**config.mk**
```make
export PLATFORM = sky130hd
export DESIGN_NAME = bresenham_line_engine
export DESIGN_NICKNAME = d
export VERILOG_FILES = /design/src/rtl/bresenham_line_engine.sv
export SDC_FILE = /design/constraint.sdc
export NUM_CORES = 1
export LEC_CHECK = 0
export CORE_UTILIZATION = 45
export DETAILED_ROUTE_END_ITERATION = 12
export PLACE_DENSITY = 0.67
export SETUP_SLACK_MARGIN = 0.05
export SYNTH_ARGS = -nofsm -noshare
export SYNTH_HDL_FRONTEND = slang
export SYNTH_SLANG_ARGS = --single-unit
```
**constraint.sdc**
```tcl
create_clock -name clk -period 4.4 [get_ports clk]
set_input_delay 0.88 -clock clk [delete_from_list [all_inputs] [get_ports clk]]
set_output_delay 0.88 -clock clk [all_outputs]
set_load 0.05 [all_outputs]
```
**src/rtl/bresenham_line_engine.sv**
```systemverilog
// Bresenham line rasteriser: latches one line request and streams its pixels over a valid/ready handshake.
// Define BRESENHAM_SKIP_LAST_EN to suppress the final endpoint so shared triangle vertices are written once.
module bresenham_line_engine #(
    parameter int COORD_W = 8
) (
    input  logic               clk,
    input  logic               rst,
    input  logic               draw_en,
    input  logic [COORD_W-1:0] x0,
    input  logic [COORD_W-1:0] y0,
    input  logic [COORD_W-1:0] x1,
    input  logic [COORD_W-1:0] y1,
    input  logic               pixel_ready,
    output logic               pixel_valid,
    output logic [COORD_W-1:0] pixel_x,
    output logic [COORD_W-1:0] pixel_y,
    output logic               draw_done,
    output logic               busy
);

    // Three extra bits cover the sign plus 2*err without overflow.
    localparam int SW = COORD_W + 3;

    typedef enum logic [2:0] {
        IDLE,
        SETUP,
        PLOT,
        DONE,
        REARM
    } state_t;

    state_t state;

    logic [COORD_W-1:0] lx0, ly0, lx1, ly1;
    logic [COORD_W-1:0] cur_x, cur_y;
    logic signed [SW-1:0] dx, dy, err;
    logic step_x_pos, step_y_pos;

    logic signed [SW-1:0] ex0, ey0, ex1, ey1;
    logic signed [SW-1:0] setup_dx, setup_dy;
    logic signed [SW-1:0] e2, next_err;
    logic move_x, move_y;
    logic [COORD_W-1:0] next_x, next_y;
`ifdef BRESENHAM_SKIP_LAST_EN
    logic next_at_end;
    logic degenerate;
`else
    logic at_end;
`endif

    always_comb begin
        ex0 = {{(SW-COORD_W){1'b0}}, lx0};
        ey0 = {{(SW-COORD_W){1'b0}}, ly0};
        ex1 = {{(SW-COORD_W){1'b0}}, lx1};
        ey1 = {{(SW-COORD_W){1'b0}}, ly1};
        setup_dx = (ex1 > ex0) ? (ex1 - ex0) : (ex0 - ex1);
        setup_dy = (ey1 > ey0) ? (ey0 - ey1) : (ey1 - ey0);

        // Both axis decisions use the pre-update error term.
        e2       = err <<< 1;
        move_x   = (e2 >= dy);
        move_y   = (e2 <= dx);
        next_err = err + (move_x ? dy : '0) + (move_y ? dx : '0);
        next_x   = cur_x;
        next_y   = cur_y;
        if (move_x) next_x = step_x_pos ? cur_x + COORD_W'(1) : cur_x - COORD_W'(1);
        if (move_y) next_y = step_y_pos ? cur_y + COORD_W'(1) : cur_y - COORD_W'(1);
`ifdef BRESENHAM_SKIP_LAST_EN
        next_at_end = (next_x == lx1) && (next_y == ly1);
        degenerate  = (lx0 == lx1) && (ly0 == ly1);
`else
        at_end      = (cur_x == lx1) && (cur_y == ly1);
`endif
    end

    always_ff @(posedge clk) begin
        if (rst) begin
            state       <= IDLE;
            pixel_valid <= 1'b0;
            pixel_x     <= '0;
            pixel_y     <= '0;
            draw_done   <= 1'b0;
            busy        <= 1'b0;
            lx0         <= '0;
            ly0         <= '0;
            lx1         <= '0;
            ly1         <= '0;
            cur_x       <= '0;
            cur_y       <= '0;
            dx          <= '0;
            dy          <= '0;
            err         <= '0;
            step_x_pos  <= 1'b0;
            step_y_pos  <= 1'b0;
        end else begin
            case (state)
                IDLE: begin
                    if (draw_en) begin
                        lx0   <= x0;
                        ly0   <= y0;
                        lx1   <= x1;
                        ly1   <= y1;
                        busy  <= 1'b1;
                        state <= SETUP;
                    end
                end
                SETUP: begin
                    dx         <= setup_dx;
                    dy         <= setup_dy;
                    err        <= setup_dx + setup_dy;
                    step_x_pos <= (lx0 < lx1);
                    step_y_pos <= (ly0 < ly1);
                    cur_x      <= lx0;
                    cur_y      <= ly0;
`ifdef BRESENHAM_SKIP_LAST_EN
                    if (degenerate) begin
                        draw_done <= 1'b1;
                        state     <= DONE;
                    end else begin
                        pixel_valid <= 1'b1;
                        pixel_x     <= lx0;
                        pixel_y     <= ly0;
                        state       <= PLOT;
                    end
`else
                    pixel_valid <= 1'b1;
                    pixel_x     <= lx0;
                    pixel_y     <= ly0;
                    state       <= PLOT;
`endif
                end
                PLOT: begin
                    if (pixel_ready) begin
`ifdef BRESENHAM_SKIP_LAST_EN
                        if (next_at_end) begin
`else
                        if (at_end) begin
`endif
                            pixel_valid <= 1'b0;
                            draw_done   <= 1'b1;
                            state       <= DONE;
                        end else begin
                            err     <= next_err;
                            cur_x   <= next_x;
                            cur_y   <= next_y;
                            pixel_x <= next_x;
                            pixel_y <= next_y;
                        end
                    end
                end
                DONE: begin
                    draw_done <= 1'b0;
                    state     <= REARM;
                end
                REARM: begin
                    // A still-high request belongs to the line just finished.
                    if (!draw_en) begin
                        busy  <= 1'b0;
                        state <= IDLE;
                    end
                end
                default: begin
                    pixel_valid <= 1'b0;
                    draw_done   <= 1'b0;
                    busy        <= 1'b0;
                    state       <= IDLE;
                end
            endcase
        end
    end

endmodule

```
==> reports/qor.yml, run 1 <==
outcome:
  outcome: "completed"
power_and_ir_drop:
  cellInternalPower_w: 0.00283
  p_total_w: 0.00522
  clock_power_share: 0.146
  pwr-share-comb: 0.654
  swShare: 0.458
  p_per_area_nw_per_um2: 636
  p_leak_nw: 3.49
  peakVddDrop_mv: 0.292
  p_sw_w: 0.00239
  sequentialPowerShare: 0.200
sta:
  setup_tns_ns: 0
  drv_slew: 0
  post-route-period-util: 0.937
  fin_ws_ns: 0.279
  rsz0062_at_grt: "no"
  max_freq_mhz: 243
  post-route-min-period_ns: 4.12
  skew_ns: 0.00737
  slew_headroom: 0.192
  tightestPinTransition_ns: 1.21
  setup_viol: 0
  hold_viol: 0
floorplanning:
  rows: 45
  die_h_microns: 126
  die_x_microns: 126
  ioPinCount: 55
  core_area_sq_um: 15100
  die_area_sq_um: 16000
  start_util: 0.460
drt:
  wl_per_cell_microns: 16.2
  vias: 6267
  drt_iter0_markers: 505
  ant_nets: 0
  drc: 0
  via_per_inst: 5.49
  drt_pass1_iterations: 5
  routed_wl_microns: 18500
global_route:
  antenna_found_initial: 0
  grt_max_degree: 83
  grt_pass1_wl_microns: 29800
  overflow: 0
  grt_use_total: 0.235
  grt_pass1_vias: 5842
layout:
  antenna_cells: 0
  nets: 1082
  synthToLayoutAreaGrowth_pct: 17.7
  fillers: 1417
  drive_above_1_share: 0.0923
  fin_area_sq_um: 8210
synthesis:
  yosys-top-cells-area: "dfxtp_1 (24%), ha_1 (15%), a21oi_1 (5.7%), nand2_1 (5.7%), nor2_1 (5.0%)"
  synthTopCellsByCount: "nand2_1 (105), nor2_1 (92), dfxtp_1 (84)"
  yosysTopAreaCell: "dfxtp_1"
  synthDominantCellAreaShare: 0.241
  synth-edff-count: 0
  syn_avg_cell_area_sq_um: 7.86
  synth_ff_type: "dfxtp_1"
  netlist_area_sq_um: 6970
  yosysWarnings: 0
  netlist_instances: 887
  syn_nets: 1021
  ys_ff_latch: 84
  ys_seq_area_frac: 0.241
  async_flop_share: 0
  synthDistinctLibCells: 78
  yosysMostFrequentCell: "nand2_1"
setup_path:
  cp_max_fo: 4
  end_kind: "flip-flop"
  required_ns: 4.65
  criticalPathCategory: "reg2reg"
  cp_data_arrival_time_ns: 4.37
  startpoint_type: "flip-flop"
  worst-r2r-setup-slack_ns: 0.28
  rr_startpoint: "dy[7]"
  cp-endpoint: "err[8]"
  crit_start: "dy[7]"
  rr_worst_depth: 17
  timing.rr.end: "err[8]"
cts:
  clk_path_buf_depth: 2
  clock_sinks: 84
  cts_root_buffer: "clkbuf_16"
  clk_latency_ns: 0.35
  htreeDepth: 3
  clkTransAtPathRegs_ns: 0.06
  cts_tree: "built"
  cts_made_buffers: 9
flow_run:
  cap_viol_max_count: 0
placed_design:
  port-buffer-count: 54
  pre_cts_slack_ns: 0.0874
  placed_area_sq_um: 7840
  place.gp.congestion: 0.898
  dpl.hpwl_microns: 14200
worst_hold_path:
  min_path_type: "reg2reg"
  hold_path_depth: 2
==> layout by cell type (no fill, tap or decap), drive strengths merged, types with 11 or more instances in the layout <==
cell and count:
nor3 22, nand3 21, fa 17, nor2 93, a211oi 22, ha 81, nor2b 13, mux2i 11
buf 35, clkdlybuf4s50 53, clkbuf 11, xor2 30, a21oi 80, dfxtp 84, nand2 105, xnor2 24
o21ai 26, inv 82
==> through the flow <==
stage	hold slack (ns)	utilization	instances
2_1_floorplan	0.436	-	887
3_3_place_gp	0.446	0.518	1124
3_5_place_dp	0.454	0.518	1124
4_1_cts	0.462	0.537	1140
5_1_grt	0.487	0.542	1141
6_report	0.459	0.542	1141
==> state kept, by name (all words and copies together), names as in the netlist <==
signal,flops
pixel_valid,1
ly0,8
lx1,8
cur_y,8
state,3
step_x_pos,1
cur_x,8
err,10
step_y_pos,1
ly1,8
lx0,8
dx,9
busy,1
draw_done,1
dy,9
==> cell type report <==
class	instances	area, sq um	share of cell area
clock inverter	5	61.3	0.00747
clock buffer	11	233	0.0284
multi-input combinational	683	4900	0.596
sequential	84	1680	0.205
tap	188	235	0.0287
inverter	82	308	0.0375
timing repair buffer	88	791	0.0963
==> layer usage <==
metal | track usage | wire, microns | up-vias | share of wire
met5 | 0 | 0 | - | 0
met4 | 0.0524 | 187 | 0 | 0.010
met3 | 0.0367 | 687 | 14 | 0.037
met2 | 0.387 | 8490 | 145 | 0.46
met1 | 0.324 | 9090 | 2917 | 0.49
li1 | - | - | 3191 | -
==> power by group through the flow <==
| stage | Clock [W] | Sequential [W] | Combinational (W) |
|---|---|---|---|
| 4_1_cts | 0.000778 | 0.00104 | 0.00330 |
| 3_5_place_dp | 0 | 0.00106 | 0.00328 |
| 6_report | 0.000765 | 0.00104 | 0.00341 |
| 3_3_place_gp | 0 | 0.00106 | 0.00325 |
| 5_1_grt | 0.000812 | 0.00106 | 0.00377 |
| 2_1_floorplan | 0 | 0.00113 | 0.00237 |
==> how the worst min path moves through the flow <==
stage	start	to
after floorplan	dx[1]	dx[1]
after global placement	dx[1]	dx[1]
after detailed placement	dx[1]	dx[1]
after CTS	dx[1]	dx[1]
after global routing	dx[1]	dx[1]
final	dx[1]	dx[1]
==> timing repair <==
action / in CTS / in global routing
buffers inserted: 0 / 1
hold buffers: 0 / 0
setup endpoints to repair: 0 / 4
resized for setup: 0 / 18
==> worst max-delay path, cell delays in order (launching register included) <==
cell	delay (ns)
dfxtp_1	0.30
inv_1	0.06
ha_1	0.33
a21oi_2	0.14
nand2_1	0.07
o311a_1	0.39
o21ai_2	0.19
nor2_1	0.09
fa_1	0.49
ha_1	0.31
a21o_1	0.18
a21oi_1	0.23
nor2b_1	0.09
o21a_1	0.19
o41ai_1	0.38
xnor2_1	0.21
nand3_1	0.12
a311oi_1	0.26
==> cell families (layout without fill, tap and decap cells) <==
kind of cell	count (synthesis)	count (layout)	share of synthesized area
buffers and inverters	120	186	0.0664
AO/OA/AOI/OAI	217	217	0.212
flip-flops	84	84	0.241
XOR/XNOR	55	55	0.0710
AND/OR/NAND/NOR	300	300	0.197
multiplexers	13	13	0.0190
adder cells (fa/ha/maj)	98	98	0.194
Note: power is estimated with default switching activity, not from simulation.
==> run 2: changes to the inputs <==
Settings changed: ABC_CLOCK_PERIOD_IN_PS from default to 4600, PLACE_DENSITY 0.67 to default.
Clock period 4.4 ns to 4.6 ns, I/O delays scaled along.
==> run 2 against run 1 <==
Against the previous run: worst hold slack improved by 0.0020 ns; routed wire length is 11% higher; flip-flop and latch count is the same; critical endpoint is now err[9]; largest power group unchanged.
==> reports/qor.yml, run 2 (synthesized netlist as in run 1, its figures left out) <==
sta:
  drv_slew: 0  # unchanged
  rsz0062_at_grt: "yes"
  setup_viol: 0  # unchanged
  hold_viol: 0  # unchanged
  tightestPinTransition_ns: 1.22  # +0.00980 ns
  holdWs_ns: 0.461  # +0.00196 ns
  skew_ns: 0.0109  # +0.00352 ns
  max_freq_mhz: 231  # -4.7%
  post-route-period-util: 0.941  # +0.00395
  post-route-min-period_ns: 4.33  # +0.205 ns
  slew_headroom: 0.186  # -0.00654
floorplanning:
  die_x_microns: 126  # unchanged
  rows: 45  # unchanged
  start_util: 0.460  # unchanged
  core_area_sq_um: 15100  # unchanged
  ioPinCount: 55  # unchanged
  die_area_sq_um: 16000  # unchanged
  die_h_microns: 126  # unchanged
placed_design:
  port-buffer-count: 54  # unchanged
  dp_cells: 1120  # -0.36%
  place.gp.congestion: 0.975  # +8.5%
  dpl.hpwl_microns: 15700  # +11%
layout:
  nets: 1078  # -0.37%
  synthToLayoutAreaGrowth_pct: 17.7  # about the same
  antenna_cells: 0  # unchanged
  top_regs: "err x10, dx x9, dy x9"
  seq_area_sq_um: 1690  # about the same
  drive_above_1_share: 0.0885  # -0.00383
  multi_input_area_sq_um: 4900  # unchanged
  largest_register_ff_count: 10  # unchanged
  largest-register: "err"
  fillers: 1421  # +0.28%
  layout_commonest_cell: "nand2_1"
  fin_cells: 1137  # -0.35%
  final_cell_mix: "nand2_1 (105), nor2_1 (92), inv_1 (81), dfxtp_1 (81), ha_1 (80)"
cts:
  clkTransAtPathRegs_ns: 0.07  # about the same
  clk_latency_ns: 0.35  # about the same
  clock_sinks: 84  # unchanged
  htreeDepth: 3  # unchanged
  cts_root_buffer: "clkbuf_16"
  clk_path_buf_depth: 2  # unchanged
  cts_tree: "built"
  cts_made_buffers: 9  # unchanged
  hold_buffers: 0  # unchanged
global_route:
  grt_pass1_wl_microns: 33500  # +12%
  grt_pass1_vias: 6442  # +10%
  grt_use_total: 0.266  # +0.0307
  grt_max_degree: 83  # unchanged
  antenna_found_initial: 0  # unchanged
  overflow: 0  # unchanged
outcome:
  outcome: "completed"
setup_path:
  startpoint_type: "flip-flop"
  required_ns: 4.85  # +0.20 ns
  cpPeakStageDelay_ns: 0.51  # +0.02 ns
  slowest_stage: "fa_1"
  criticalPathCategory: "reg2reg"
  end_kind: "flip-flop"
  worstPathCellList: "inv_1 > ha_1 > a21oi_1 > nand2_1 > o311a_1 > o21ai_2 > nor2_1 > fa_1 > ha_1 > inv_1 > fa_1 > nor2b_1 > o21ai_1 > a21oi_2 > o41ai_2 > xnor2_1 > xnor3_1 > nor2b_1 > o41ai_2"
  cp_max_fo: 4  # unchanged
  cp_data_arrival_time_ns: 4.57  # +0.20 ns
power_and_ir_drop:
  peakVddDrop_mv: 0.265  # -9.3%
  p_per_area_nw_per_um2: 635  # -0.15%
  p_leak_nw: 3.51  # +0.68%
drt:
  vias: 6513  # +3.9%
  routed_wl_microns: 20500  # +11%
  ant_nets: 0  # unchanged
  wl_per_cell_microns: 18.0  # +11%
  via_per_inst: 5.73  # +4.3%
  drc: 0  # unchanged
  drt_pass1_iterations: 6  # +1
  drt_iter0_markers: 410  # -19%
worst_hold_path:
  min_path_type: "reg2reg"
flow_run:
  cap_viol_max_count: 0  # unchanged
## run 2: critical path, delay by kind of cell (launching register included)
family	cells	cell delay (ns)
fa+ha+maj	4	1.40
simple gates	4	0.48
flops	1	0.31
buf+inv	2	0.15
compound gates	7	1.49
xor+xnor	2	0.39
## run 2: through the flow
stage               total power, W  utilization  setup slack (ns)  instance area, sq um  TNS, ns
finish                     0.00522        0.542             0.274                  8210        0
CTS                        0.00509        0.537            0.0650                  8140        0
detailed placement         0.00426        0.516            0.0797                  7810        0
global placement           0.00417        0.516             0.220                  7810        0
floorplan                  0.00334            -             0.541                  6970        0
global route               0.00560        0.542           -0.0122                  8210  -0.0122
## run 2: timing repair
action                     4_1_cts  5_1_grt
gates resized for setup          0       16
setup endpoints to repair        0        2
buffers inserted                 0        1
## run 2: power by group
part / total, W / switching [W] / internal [W]
registers: 0.00102 / 0.000161 / 0.000856
logic: 0.00338 / 0.00193 / 0.00145
clock network: 0.000817 / 0.000326 / 0.000491
total: 0.00522 / 0.00242 / 0.00280
## run 2: path summary, 6_finish.rpt
path / from / endpoint / slack (ns) / cells after the start
setup / recovery: dy[7] / err[9] / 0.27 / 19
hold / removal: dy[2] / dy[2] / 0.46 / 2
setup reg to reg: dy[7] / err[9] / 0.27 / 19
hold reg to reg: dy[2] / dy[2] / 0.46 / 2
## run 2: cell type report
| cell class | count | share of cell area |
|---|---|---|
| clock inverters | 6 | 0.0105 |
| multi-input cells | 683 | 0.596 |
| inverters | 82 | 0.0375 |
| clock buffers | 10 | 0.0291 |
| flip-flops and latches | 84 | 0.205 |
| repair buffers | 84 | 0.0927 |
| well taps | 188 | 0.0286 |
## run 2: metal layers
metal  wire length (microns)  vias to the layer above  share of wire  global-route usage
met5                       0                        -              0                   0
met3                     876                       50          0.043              0.0261
met4                     721                        0          0.035               0.118
li1                        -                     3196              -                   -
met2                    9390                      204           0.46               0.436
met1                    9510                     3063           0.46               0.355
==> run 3: changes to the inputs <==
Settings changed: CORE_UTILIZATION 45 to 55, PLACE_DENSITY from default to 0.76.
==> run 3 against run 2 <==
Against the previous run: sequential share of layout area up 0.34 points; flip-flop and latch count is the same; critical path depth fell by 1; maximum frequency about the same; critical endpoint is now err[8]; highest routed layer unchanged.
==> reports/qor.yml, run 3 (synthesized netlist as in run 1, its figures left out) <==
outcome:
  outcome: "completed"
layout:
  fillers: 1050  # -26%
  multi_input_area_sq_um: 4870  # -0.54%
  seq_area_sq_um: 1680  # -0.15%
  final_cell_mix: "nand2_1 (105), nor2_1 (92), dfxtp_1 (83)"
  nets: 1072  # -0.56%
  layout_commonest_cell: "nand2_1"
  largest-register: "err"
  drive_above_1_share: 0.0742  # -0.0143
  antenna_cells: 0  # unchanged
  synthToLayoutAreaGrowth_pct: 15.6
  fin_area_sq_um: 8070  # -1.8%
  largest_register_ff_count: 10  # unchanged
  top_regs: "err x10, dx x9, dy x9"
  fin_cells: 1111  # -2.3%
sta:
  hold_viol: 0  # unchanged
  rsz0062_at_grt: "yes"
  setup_tns_ns: 0  # unchanged
  tightestPinTransition_ns: 1.19  # -0.0288 ns
  skew_ns: 0.00585  # -0.00503 ns
  slew_headroom: 0.205  # +0.0192
  max_freq_mhz: 231  # about the same
  drv_slew: 0  # unchanged
  post-route-min-period_ns: 4.32  # -0.00418 ns
  post-route-period-util: 0.940  # about the same
  setup_viol: 0  # unchanged
cts:
  cts_tree: "built"
  clk_path_buf_depth: 2  # unchanged
  cts_root_buffer: "clkbuf_16"
  clock_sinks: 84  # unchanged
  hold_buffers: 0  # unchanged
  clk_latency_ns: 0.34  # about the same
  htreeDepth: 3  # unchanged
  cts_made_buffers: 9  # unchanged
  clkTransAtPathRegs_ns: 0.07  # about the same
placed_design:
  place.gp.congestion: 0.899  # -7.7%
  port-buffer-count: 54  # unchanged
  dpl.hpwl_microns: 13600  # -13%
  dp_cells: 1094  # -2.3%
  placed_area_sq_um: 7740  # -0.90%
floorplanning:
  die_area_sq_um: 13100  # -18%
  die_x_microns: 115  # -9.4%
  rows: 40  # -11%
  die_h_microns: 115  # -9.4%
  start_util: 0.573  # +0.113
  ioPinCount: 55  # unchanged
  core_area_sq_um: 12200  # -20%
power_and_ir_drop:
  peakVddDrop_mv: 0.304  # +15%
  sequentialPowerShare: 0.204  # +0.009
  cellInternalPower_w: 0.00263  # -5.8%
  p_total_w: 0.00491  # -5.9%
  p_sw_w: 0.00227  # -6.0%
  clock_power_share: 0.139  # -0.018
  p_leak_nw: 3.45  # -1.9%
  p_per_area_nw_per_um2: 609  # -4.2%
  pwr-share-comb: 0.656  # +0.008
  swShare: 0.463  # -0.000634
setup_path:
  cp_data_arrival_time_ns: 4.57  # about the same
  worstPathCellList: "inv_1 > ha_1 > nor2b_1 > o21bai_1 > a21boi_2 > nor3_4 > or3b_2 > and2_1 > xnor2_1 > ha_1 > a21o_1 > a21oi_1 > nor2b_1 > o21a_1 > o41a_1 > xnor2_1 > nand2_1 > a311oi_1"
  startpoint_type: "flip-flop"
  cpPeakStageDelay_ns: 0.50  # about the same
  slowest_stage: "or3b_2"
  required_ns: 4.85  # about the same
  path_buf_inv: 1  # -1
  cpLargestDelayFamily: "compound AO/OA/AOI/OAI gates"
  cp_max_fo: 10  # +6
  end_kind: "flip-flop"
  criticalPathCategory: "reg2reg"
drt:
  wl_per_cell_microns: 16.2  # -10%
  drt_pass1_iterations: 4  # -2
  ant_nets: 0  # unchanged
  via_per_inst: 5.70  # -0.57%
  drc: 0  # unchanged
  drt_iter0_markers: 437  # +6.6%
  routed_wl_microns: 18000  # -12%
  vias: 6328  # -2.8%
worst_hold_path:
  min_path_type: "reg2reg"
global_route:
  overflow: 0  # unchanged
  grt_use_total: 0.288  # +0.0223
  grt_pass1_wl_microns: 29600  # -12%
  antenna_found_initial: 0  # unchanged
  grt_pass1_vias: 5998  # -6.9%
  grt_max_degree: 46  # -45%
flow_run:
  cap_viol_max_count: 0  # unchanged
[run 3: cell types whose count changed in the layout (fill, tap and decap cells not counted), sizes merged]
cell,previous run,this run
buf,31,25
bufinv,2,0
clkbuf,10,11
clkinv,3,2
clkinvlp,1,3
[run 3: metrics by stage]
stage,hold slack [ns],util,worst slack [ns]
6_report,0.458,0.663,0.278
5_1_grt,0.483,0.663,0.0395
4_1_cts,0.455,0.660,0.152
3_5_place_dp,0.447,0.637,0.177
3_3_place_gp,0.442,0.637,0.303
2_1_floorplan,0.436,-,0.541
[run 3: layer usage]
layer  share of wire  global-route usage  wire length, microns  vias to the layer above
met5               0                   0                     0                        -
met4           0.011              0.0736                   201                        0
met3           0.046              0.0402                   832                       17
met2            0.48               0.490                  8580                      177
met1            0.46               0.384                  8350                     2962
li1                -                   -                     -                     3172
[run 3: worst paths after layout]
| path | end | startpoint | depth (start not counted) | slack, ns |
|---|---|---|---|---|
| setup / recovery | err[8] | ly0[1] | 18 | 0.28 |
| setup reg to reg | err[8] | ly0[1] | 18 | 0.28 |
| hold / removal | dx[1] | dx[1] | 2 | 0.46 |
| hold reg to reg | dx[1] | dx[1] | 2 | 0.46 |
[run 3: area by class of cell]
cell class,instances,area share
Clock buffer,11,0.0301
Clock inverter,5,0.00450
Inverter,82,0.0382
Multi-Input combinational cell,683,0.604
Sequential cell,84,0.209
Tap cell,168,0.0261
Timing Repair Buffer,78,0.0887
[run 3: tightest hold or removal path, cell delays in order, from the launching register on]
cell and delay [ns]:
dfxtp_1 0.31, nand2_1 0.05, a21oi_1 0.05
[run 3: power groups by stage]
stage	clock network [W]	registers, W	logic (W)
finish	0.000684	0.00100	0.00322
global route	0.000728	0.00102	0.00355
detailed placement	0	0.00102	0.00311
CTS	0.000692	0.00100	0.00314
floorplan	0	0.00108	0.00227
global placement	0	0.00101	0.00305
[run 3: repair_timing]
item                                    in CTS  in global routing
buffers inserted                             0                  1
endpoints found under the setup margin       0                  2
resized for setup                            0                  8
==> RTL change 1 (settings of run 3) <==
Re-encode `state_t` (5 states) as one-hot, 5 bits wide.
--- a/src/rtl/bresenham_line_engine.sv
+++ b/src/rtl/bresenham_line_engine.sv
@@ -22,10 +22,10 @@
     localparam int SW = COORD_W + 3;
 
-    typedef enum logic [2:0] {
-        IDLE,
-        SETUP,
-        PLOT,
-        DONE,
-        REARM
+    typedef enum logic [4:0] {
+        IDLE  = 5'b00001,
+        SETUP = 5'b00010,
+        PLOT  = 5'b00100,
+        DONE  = 5'b01000,
+        REARM = 5'b10000
     } state_t;
 
Function: same outputs for any inputs over 4 cycles, from zero or initial values and one cycle with rst high; so few cycles prove little.
==> RTL change 1 against run 3 <==
Area after synthesis rose by 4.9%. Routed wire length up 3.8%. Global-route usage shrank 0.90 points. Sequential cell count is 2 higher. First-iteration DRC count down 4.1%. Design area rose by 3.6%. Setup slack better by 0.022 ns. Power down 23%. Critical endpoint is now err[9]. Largest power group unchanged.
==> RTL change 1: results (changes against run 3) <==
{
  "globalplace.congestion": {"value": 0.9356, "change": "+4.0%"},
  "finish.net_count": {"value": 1104, "change": "+3.0%"},
  "clkPwrFrac": {"value": 20.8, "unit": "%", "change": "+6.9 points"},
  "dp_worst_setup_slack": {"value": 0.1243, "unit": "ns", "change": "-0.05270 ns"},
  "power.total": {"value": 3791, "unit": "uW", "change": "-23%"},
  "grt_pass1_wl": {"value": 30870, "unit": "um", "change": "+4.4%"},
  "wirelength": {"value": 18640, "unit": "um", "change": "+3.8%"},
  "worst_slew_margin": {"value": 38.61, "unit": "%", "change": "+18 points"},
  "critical-path-slowest-cell": "sky130_fd_sc_hd__or3_4",
  "clkLatencyLatePin_ns": 0.35,
  "grt_pass1_vias": {"value": 6304, "change": "+5.1%"},
  "power_switching_share": {"value": 42.78, "unit": "%", "change": "-3.6 points"},
  "fin_skew": {"value": 0.01058, "unit": "ns", "change": "+0.004730 ns"},
  "period_share": {"value": 93.49, "unit": "%", "change": "-0.47 points"},
  "port-buffer-count": {"value": 54, "change": "unchanged"},
  "ys_types": {"value": 81, "change": "+3.8%"},
  "grt_util_all_layers": {"value": 27.93, "unit": "%", "change": "-0.90 points"},
  "power.ir.vdd_worst": {"value": 257.2, "unit": "uV", "change": "-15%"},
  "syn_inst": {"value": 930, "change": "+4.8%"},
  "synth.yosys.seq_area_share": {"value": 23.53, "unit": "%", "change": "-0.58 points"},
  "synthTopCellsByArea": "sky130_fd_sc_hd__dfxtp_1 24%, sky130_fd_sc_hd__ha_1 14%, sky130_fd_sc_hd__nand2_1 6.7%, sky130_fd_sc_hd__a21oi_1 5.9%, sky130_fd_sc_hd__fa_1 4.7%",
  "final.hold.worst_slack": {"value": 0.4591, "unit": "ns", "change": "+0.0008450 ns"},
  "worstPathArrival": {"value": 4.58, "unit": "ns", "change": "about the same"},
  "grt_start_max_net_pins": {"value": 85, "change": "+85%"},
  "power_leakage": {"value": 0.003640, "unit": "uW", "change": "+5.6%"},
  "drtIter0Drc": {"value": 419, "change": "-4.1%"},
  "drt_pre_antenna_iters": {"value": 5, "change": "+1"},
  "reported_sequential_group_power": {"value": 861, "unit": "uW", "change": "-14%"},
  "critPathMaxFanout": {"value": 8, "change": "-2"},
  "cpPeakStageDelay": {"value": 0.43, "unit": "ns", "change": "-0.07 ns"},
  "detail_route.vias_per_cell": {"value": 5.783, "change": "+1.5%"},
  "dp_hpwl": {"value": 13940, "unit": "um", "change": "+2.3%"},
  "netlist_top_cells_count": "130 x sky130_fd_sc_hd__nand2_1, 86 x sky130_fd_sc_hd__a21oi_1, 86 x sky130_fd_sc_hd__dfxtp_1, 86 x sky130_fd_sc_hd__inv_1, 81 x sky130_fd_sc_hd__ha_1",
  "run_status": "complete, no violations",
  "placed_cell_area": {"value": 7970, "unit": "sq um", "change": "+2.9%"}
}
[RTL change 1: logic make-up after synthesis]
family | synth area share (%)
AOI/OAI and AO/OA | 22.35
muxes | 3.779
DFF | 23.53
and+or+nand+nor | 18.30
adders and majority gates | 18.50
xor gates and xnor gates | 6.891
buffers and inverters | 6.652
[RTL change 1: layer usage]
layer,routed length [um],GRT usage [%]
met1,8829,37.51
met2,8411,45.01
met3,923,3.940
met4,480,11.04
met5,0,0
[RTL change 1: worst paths after layout]
kind	cells after the start	to	from
worst min-delay path	2	dy[2]	dy[2]
worst max-delay path	19	err[9]	dy[9]
worst max register to register	19	err[9]	dy[9]
worst min register to register	2	dy[2]	dy[2]
[RTL change 1: layout make-up]
cell class | instances | area [sq um]
well taps | 172 | 215.2
clock inverters | 4 | 72.57
flip-flops and latches | 86 | 1722
clock buffers | 11 | 232.7
inverters | 87 | 326.6
multi-input cells | 718 | 5146
repair buffers | 68 | 640.6
fillers | 1108 | 4418
==> RTL change 2 (config.mk and constraints of run 3) <==
Without the edit above. Build with the macro `BRESENHAM_SKIP_LAST_EN` defined.
--- a/src/rtl/bresenham_line_engine.sv
+++ b/src/rtl/bresenham_line_engine.sv
@@ -1,4 +1,6 @@
 // Bresenham line rasteriser: latches one line request and streams its pixels over a valid/ready handshake.
 // Define BRESENHAM_SKIP_LAST_EN to suppress the final endpoint so shared triangle vertices are written once.
+`define BRESENHAM_SKIP_LAST_EN
+
 module bresenham_line_engine #(
     parameter int COORD_W = 8
Check against the original RTL: not equivalent (a bounded check fails within 4 cycles, from zero or initial values and one cycle with rst high).
==> RTL change 2 against run 3 <==
Die area is 21% higher. Sequential cell count is 16 higher. Area after synthesis is 21% higher. Power is 12% higher. Sequential share of layout area is 0.31 points lower. Via count is 23% higher. Global-route usage is 2.1 points higher. Routed wire length is 34% higher. Setup slack worse by 0.034 ns. First-iteration DRC count is 40% higher. Design area is 21% higher. Critical path type unchanged. Largest power group unchanged.
==> RTL change 2: results (changes against run 3) <==
{
  "run_status": "complete, no violations",
  "drt_pre_antenna_iters": {"value": 8, "change": "+4"},
  "fin_skew": {"value": 0.01254, "unit": "ns", "change": "+0.006688 ns"},
  "grt_start_max_net_pins": {"value": 68, "change": "+48%"},
  "grt_pass1_wl": {"value": 38450, "unit": "um", "change": "+30%"},
  "place_inst": {"value": 1281, "change": "+17%"},
  "pwrdens": {"value": 564.8, "unit": "nW/um^2", "change": "-7.2%"},
  "power_leakage": {"value": 0.004182, "unit": "uW", "change": "+21%"},
  "p_seq_share": {"value": 19.4, "unit": "%", "change": "-1.0 points"},
  "p_switching": {"value": 2600, "unit": "uW", "change": "+14%"},
  "drive_gt1_share": {"value": 11.15, "unit": "%", "change": "+3.7 points"},
  "ys_types": {"value": 77, "change": "-1.3%"},
  "synthesis.area_per_instance": {"value": 8.063, "unit": "sq um", "change": "+2.5%"},
  "netlist_top_cells_count": "113 x sky130_fd_sc_hd__nand2_1, 104 x sky130_fd_sc_hd__a21oi_1, 100 x sky130_fd_sc_hd__dfxtp_1",
  "placed_cell_area": {"value": 9335, "unit": "sq um", "change": "+21%"},
  "worst_slew_margin": {"value": 34.11, "unit": "%", "change": "+14 points"},
  "yosysTopAreaCellShare": {"value": 23.71, "unit": "%", "change": "-0.40 points"},
  "detail_route.vias_per_cell": {"value": 5.988, "change": "+5.1%"},
  "p_comb": {"value": 3680, "unit": "uW", "change": "+14%"},
  "globalplace.congestion": {"value": 0.9289, "change": "+3.3%"},
  "clkLatencyLatePin": {"value": 0.37, "unit": "ns", "change": "+0.03 ns"},
  "worstPathArrival": {"value": 4.64, "unit": "ns", "change": "+0.07 ns"},
  "dp_worst_setup_slack": {"value": 0.08179, "unit": "ns", "change": "-0.09521 ns"},
  "r2r_cells": {"value": 20, "change": "+2"},
  "critPathMaxFanout": {"value": 3, "change": "-7"},
  "final_cells": {"value": 1305, "change": "+17%"},
  "synth.yosys.seq_area_share": {"value": 23.71, "unit": "%", "change": "-0.40 points"},
  "rr_startpoint": "dy[4]"
}
[RTL change 2: cell count changes after synthesis, sizes merged, moves of 9 or more]
cell and delta:
mux2 +22, mux2i +27, xnor2 +17, xor2 -14
a21oi +26, inv +13, nor2 -29, nand2b +12
dfxtp +16, nor2b +9, a21o +11, nand2 +9
[RTL change 2: what timing repair did]
item                                    CTS  global route
resized for setup                         0            19
setup buffers                             0             8
endpoints found under the setup margin    0             3
[RTL change 2: final cells by class]
| cell class | instances | area, sq um |
|---|---|---|
| Multi-Input combinational cell | 806 | 5953 |
| Fill cell | 1256 | 5002 |
| Sequential cell | 100 | 2004 |
| Clock buffer | 10 | 229.0 |
| Clock inverter | 6 | 53.80 |
| Timing Repair Buffer | 105 | 928.4 |
| Inverter | 94 | 352.8 |
| Tap cell | 184 | 230.2 |
[RTL change 2: kinds of logic after synthesis]
logic type | after synthesis | share of synthesized area (%)
AOI/OAI and AO/OA | 275 | 21.55
xor gates and xnor gates | 57 | 5.914
adders and majority gates | 99 | 16.16
buffers and inverters | 141 | 6.610
DFF | 100 | 23.71
muxes | 62 | 7.840
and+or+nand+nor | 313 | 18.22
[RTL change 2: critical path: stages (launching register included)]
cell	delay, ns
sky130_fd_sc_hd__dfxtp_1	0.32
sky130_fd_sc_hd__inv_1	0.05
sky130_fd_sc_hd__ha_1	0.31
sky130_fd_sc_hd__a21oi_1	0.16
sky130_fd_sc_hd__o21ai_0	0.22
sky130_fd_sc_hd__a211oi_2	0.33
sky130_fd_sc_hd__a21oi_2	0.12
sky130_fd_sc_hd__and2_4	0.18
sky130_fd_sc_hd__fa_1	0.45
sky130_fd_sc_hd__ha_1	0.24
sky130_fd_sc_hd__fa_1	0.41
sky130_fd_sc_hd__a21oi_1	0.17
sky130_fd_sc_hd__nor2_1	0.06
sky130_fd_sc_hd__nor2_1	0.14
sky130_fd_sc_hd__o21bai_1	0.10
sky130_fd_sc_hd__a21oi_2	0.18
sky130_fd_sc_hd__o21ai_0	0.13
sky130_fd_sc_hd__xor2_1	0.16
sky130_fd_sc_hd__xnor2_1	0.14
sky130_fd_sc_hd__a211o_1	0.30
sky130_fd_sc_hd__mux2i_1	0.12
[RTL change 2: layer usage]
layer / GRT usage (%) / vias to the layer above / wire length, um
li1: - / 3810 / -
met1: 39.49 / 3629 / 10450
met2: 50.44 / 315 / 10940
met3: 6.117 / 60 / 1642
met4: 13.68 / 0 / 994
met5: 0 / - / 0
[RTL change 2: worst paths after layout]
check | to | slack [ns]
worst max-delay path | err[9] | 0.24
worst min-delay path | dx[1] | 0.46
worst max register to register | err[9] | 0.24
worst min register to register | dx[1] | 0.46
